**src/rtl/clk_tick_gen.sv**
```systemverilog
// clk_tick_gen: multi-channel programmable tick / square-wave generator.
// Each channel counts modulo (tc+1), emitting a one-cycle tick at each wrap
// and a registered square wave. A single pending slot takes new terminal
// counts and commits them only at a period boundary, so no output period is
// ever shortened or stretched.
module clk_tick_gen #(
    parameter int              NUM_CH     = 4,
    parameter int              CNT_W      = 18,
    parameter logic [CNT_W-1:0] DEFAULT_TC = CNT_W'((2**18) - 1)
) (
    input  logic                                  clk_vga,
    input  logic                                  rst_n,
    input  logic [NUM_CH-1:0]                     en,
    input  logic                                  sync_clr,
    input  logic                                  cfg_valid,
    output logic                                  cfg_ready,
    input  logic [((NUM_CH > 1) ? $clog2(NUM_CH) : 1)-1:0] cfg_ch,
    input  logic [CNT_W-1:0]                      cfg_tc,
    output logic [NUM_CH-1:0]                     tick,
    output logic [NUM_CH-1:0]                     clk_out
);

    localparam int CH_W = (NUM_CH > 1) ? $clog2(NUM_CH) : 1;
    localparam logic [CH_W:0] NUM_CH_L = (CH_W + 1)'(NUM_CH);

    logic [CNT_W-1:0] cnt     [NUM_CH];
    logic [CNT_W-1:0] tc      [NUM_CH];
    logic [CNT_W-1:0] cnt_nxt [NUM_CH];
    logic [NUM_CH-1:0] wrap;
    logic [NUM_CH-1:0] tick_nxt;
    logic [NUM_CH-1:0] clk_nxt;

    logic             pend_v;
    logic [CH_W-1:0]  pend_ch;
    logic [CNT_W-1:0] pend_tc;
    logic             accept;
    logic             apply;

    assign cfg_ready = ~pend_v;

    // Next-state for every channel counter and its registered outputs.
    always_comb begin
        wrap     = '0;
        tick_nxt = '0;
        clk_nxt  = '0;
        for (int unsigned i = 0; i < NUM_CH; i++) begin
            wrap[i]    = en[i] && (cnt[i] == tc[i]);
            cnt_nxt[i] = '0;
            if (!sync_clr && en[i] && !wrap[i]) begin
                cnt_nxt[i] = cnt[i] + CNT_W'(1);
            end
            tick_nxt[i] = wrap[i] && !sync_clr;
            // Low for ceil(P/2) cycles, high for floor(P/2); cnt_nxt is 0 when
            // cleared or disabled, so the compare also yields 0 there.
            clk_nxt[i]  = cnt_nxt[i] > (tc[i] >> 1);
        end
    end

    // Handshake decode: accept only into an empty slot, commit at a safe point.
    always_comb begin
        accept = cfg_valid && !pend_v;
        apply  = pend_v && (sync_clr || !en[pend_ch] || wrap[pend_ch]);
    end

    // Channel counters, terminal counts and outputs.
    always_ff @(posedge clk_vga or negedge rst_n) begin
        if (!rst_n) begin
            for (int unsigned i = 0; i < NUM_CH; i++) begin
                cnt[i] <= '0;
                tc[i]  <= DEFAULT_TC;
            end
            tick    <= '0;
            clk_out <= '0;
        end else begin
            for (int unsigned i = 0; i < NUM_CH; i++) begin
                cnt[i] <= cnt_nxt[i];
                if (apply && (pend_ch == CH_W'(i))) begin
                    tc[i] <= pend_tc;
                end
            end
            tick    <= tick_nxt;
            clk_out <= clk_nxt;
        end
    end

    // Pending configuration slot; out-of-range channels are accepted and dropped.
    always_ff @(posedge clk_vga or negedge rst_n) begin
        if (!rst_n) begin
            pend_v  <= 1'b0;
            pend_ch <= '0;
            pend_tc <= '0;
        end else if (accept) begin
            pend_v  <= ({1'b0, cfg_ch} < NUM_CH_L);
            pend_ch <= cfg_ch;
            pend_tc <= (cfg_tc == '0) ? CNT_W'(1) : cfg_tc;
        end else if (apply) begin
            pend_v  <= 1'b0;
        end
    end

endmodule
```
**config.mk**
```make
export PLATFORM = sky130hd
export DESIGN_NAME = clk_tick_gen
export DESIGN_NICKNAME = d
export VERILOG_FILES = /design/src/rtl/clk_tick_gen.sv
export SDC_FILE = /design/constraint.sdc
export NUM_CORES = 1
export LEC_CHECK = 0
export CORE_MARGIN = 5
export CORE_UTILIZATION = 50
export DETAILED_ROUTE_END_ITERATION = 10
export MAX_ROUTING_LAYER = met4
export PLACE_DENSITY = 0.67
export REMOVE_ABC_BUFFERS = 1
export SETUP_SLACK_MARGIN = 0.2
export SLEW_MARGIN = 10
export SYNTH_ARGS = -nofsm -noshare
export SYNTH_HDL_FRONTEND = slang
export SYNTH_SLANG_ARGS = --single-unit
```
**constraint.sdc**
```tcl
create_clock -name clk_vga -period 6.25 [get_ports clk_vga]
set_clock_uncertainty 0.15 [all_clocks]
set_input_delay 0.9375 -clock clk_vga [delete_from_list [all_inputs] [get_ports clk_vga]]
set_output_delay 0.9375 -clock clk_vga [all_outputs]
set_load 0.01 [all_outputs]
```
==> out/metrics.csv <==
metric,value,unit
ys_ff_latch,173,
grt_pass1_wl,41100,um
p_clk_share,27.0,%
async_flop_share,100,%
power.density,364,nW/um2
yosysMostFrequentCell,nand3_1,
grt_usage,22.5,%
internal-power,2.74,mW
peakVddDrop,0.241,mV
ioPinCount,37,
finalInstanceArea,11400,um2
hold_violations,0,
maxCapViolations,0,
cts_root_buffer,clkbuf_16,
status,finished clean,
max_freq,242,MHz
yosys_warnings,0,
holdCritPathClass,in -> async,
cts.sinks,173,
p_leak,5.09,nW
die_x,152,um
tightest_slew,1.18,ns
synth_seq_area_share,43.6,%
wl,25000,um
avgSynthCellArea,10.0,um2
vias,7571,
required,6.38,ns
ys.flop_type,dfrtp_1,
drtIter0Drc,554,
num_rows,52,
dpl_cell_area,10800,um2
synth_edf_count,0,
clkTransAtPathRegs,0.07,ns
cp_max_fo,20,
initial_core_util,50.4,%
finalSetupTns,0,ns
fin_util,56.5,%
finalNetCount,1140,
syn_area,10100,um2
drive_gt1_share,16.9,%
pwr-share-seq,45.5,%
reg2reg_depth,12,
postCtsHoldBufs,0,
multi_input_area,5250,um2
area_delta_synth_final,12.2,%
clk_path_buf_depth,2,
gp_congestion,0.877,
grt_max_degree,75,
crit_type,in -> reg,
overflow,0,
synthTopCellsByArea,"dfrtp_1 25%, dfstp_2 19%, ha_1 8.9%, xor2_1 6.6%, nand3_1 5.7%",
worstSetupEndpointType,flip-flop,
finalCritPeriodShare,66.1,%
clk_latency,0.44,ns
r2r-end,clk_out[2],
cts_htree_levels,4,
power_switching,1.39,mW
die_area,23200,um2
power_frac_comb,27.5,%
drc,0,
arrival,4.26,ns
synth_area_leader_cell,dfrtp_1,
yosys-top-cells-count,"116 x nand3_1, 101 x dfrtp_1, 97 x nor2_1",
synth_cells,1010,
diodes,0,
cts_tree,built,
setup-violations-final,0,
rsz0062_at_grt,false,
r2r_start,cnt[20],
synth.distinct_cells,51,
netSwitchingFraction,33.7,%
wl_per_cell,18.9,um
synth.top_cell.area_share,25.0,%
cts_buffers,17,
fp.dieH,152,um
r2r_slack,2.36,ns
antenna_found_initial,0,
firstDrtPassIters,5,
total_power,4.13,mW
slew_headroom,21.6,%
io_buffers,36,
cts_resized,0,
viasPerCell,5.72,
post_cts_buffers,0,
dp_hpwl,17800,um
fin_crit,4.13,ns
cp-start-kind,input pin,
ant_nets,0,
drv_slew,0,
seqCellArea,4420,um2
coreArea,20100,um2
grt_pass1_vias,7498,
fillerInstances,1740,
## power groups by stage
stage               clock (mW)  combinational [mW]  sequential, mW
CTS                       1.12                1.14            1.88
global placement             0                1.10            1.89
finish                    1.12                1.14            1.88
detailed placement           0                1.13            1.89
global route              1.18                1.28            1.91
floorplan                    0               0.866            1.74
## sequential cells by signal, summed over array words and instances (netlist names)
name and cells:
clk_out 4, cnt 72, pend_ch 2, pend_tc 18
pend_v 1, tc 72, tick 4
## cells by family (layout without fill, tap and decap cells)
group / after synthesis / after routing / share of synthesized area [%]
buffers and inverters: 116 / 159 / 4.56
flip-flops: 173 / 173 / 43.6
multiplexers: 56 / 56 / 6.59
adder cells (fa/ha/maj): 72 / 72 / 8.90
AO/OA/AOI/OAI: 106 / 106 / 7.33
XOR/XNOR: 136 / 136 / 11.8
AND/OR/NAND/NOR: 351 / 351 / 17.2
## metal layers
layer | GRT usage (%) | vias up | wire length [um]
met5 | - | - | 0
met4 | 4.02 | 0 | 259
met3 | 3.72 | 25 | 1050
met2 | 35.4 | 166 | 11900
met1 | 31.4 | 3772 | 11700
li1 | - | 3608 | -
## layout by cell type, fill, tap and decap left out, drive strengths merged, types with 2 or more instances in the layout
master	instances
or4b	2
nor4	20
clkinv	6
inv	82
dfstp	72
clkdlybuf4s50	35
o221ai	32
and3	13
nand3b	2
o211ai	6
mux2	55
xor2	76
nand2	34
nor2b	12
nand3	117
nand4	30
a31oi	2
ha	72
o31a	2
nor2	97
o21ai	22
clkbuf	20
clkinvlp	2
dfrtp	101
a21oi	20
and4	2
nor3	11
xnor2	60
or2	5
a2111oi	2
nand2b	2
or3	2
a21o	12
bufinv	3
buf	11
## cell type report
cell class              count  area share (%)
multi-input cells         721            46.2
flip-flops and latches    173            38.9
clock buffers              20            3.93
repair buffers             46            3.84
well taps                 270            2.97
inverters                  81            2.68
clock inverters            12            1.45
## metrics by stage
step           setup slack (ns)  hold slack (ns)  std cells
2_1_floorplan              2.81            0.342        975
3_3_place_gp               1.86            0.352       1291
3_5_place_dp               1.71            0.364       1291
4_1_cts                    2.14            0.372       1323
5_1_grt                    1.80            0.392       1323
6_report                   2.12            0.371       1323
## critical path, cell delays in order
cell             delay [ns]
clkdlybuf4s50_1        0.55
nand4_1                0.10
nor2_1                 0.20
a311o_1                0.77
nor2_1                 0.17
ha_1                   0.34
a21o_1                 0.18
a21oi_1                0.13
nor2b_1                0.06
o31a_1                 0.27
a2111oi_0              0.39
o22ai_1                0.14
## how the worst max path moves through the flow
stage | from | end | cells after the start
finish | en[2] | clk_out[2] | 12
global placement | en[2] | clk_out[2] | 12
global route | en[2] | clk_out[2] | 12
floorplan | en[2] | clk_out[2] | 11
detailed placement | en[2] | clk_out[2] | 12
CTS | en[2] | clk_out[2] | 12
No activity file was read; power rests on OpenSTA's default activity.
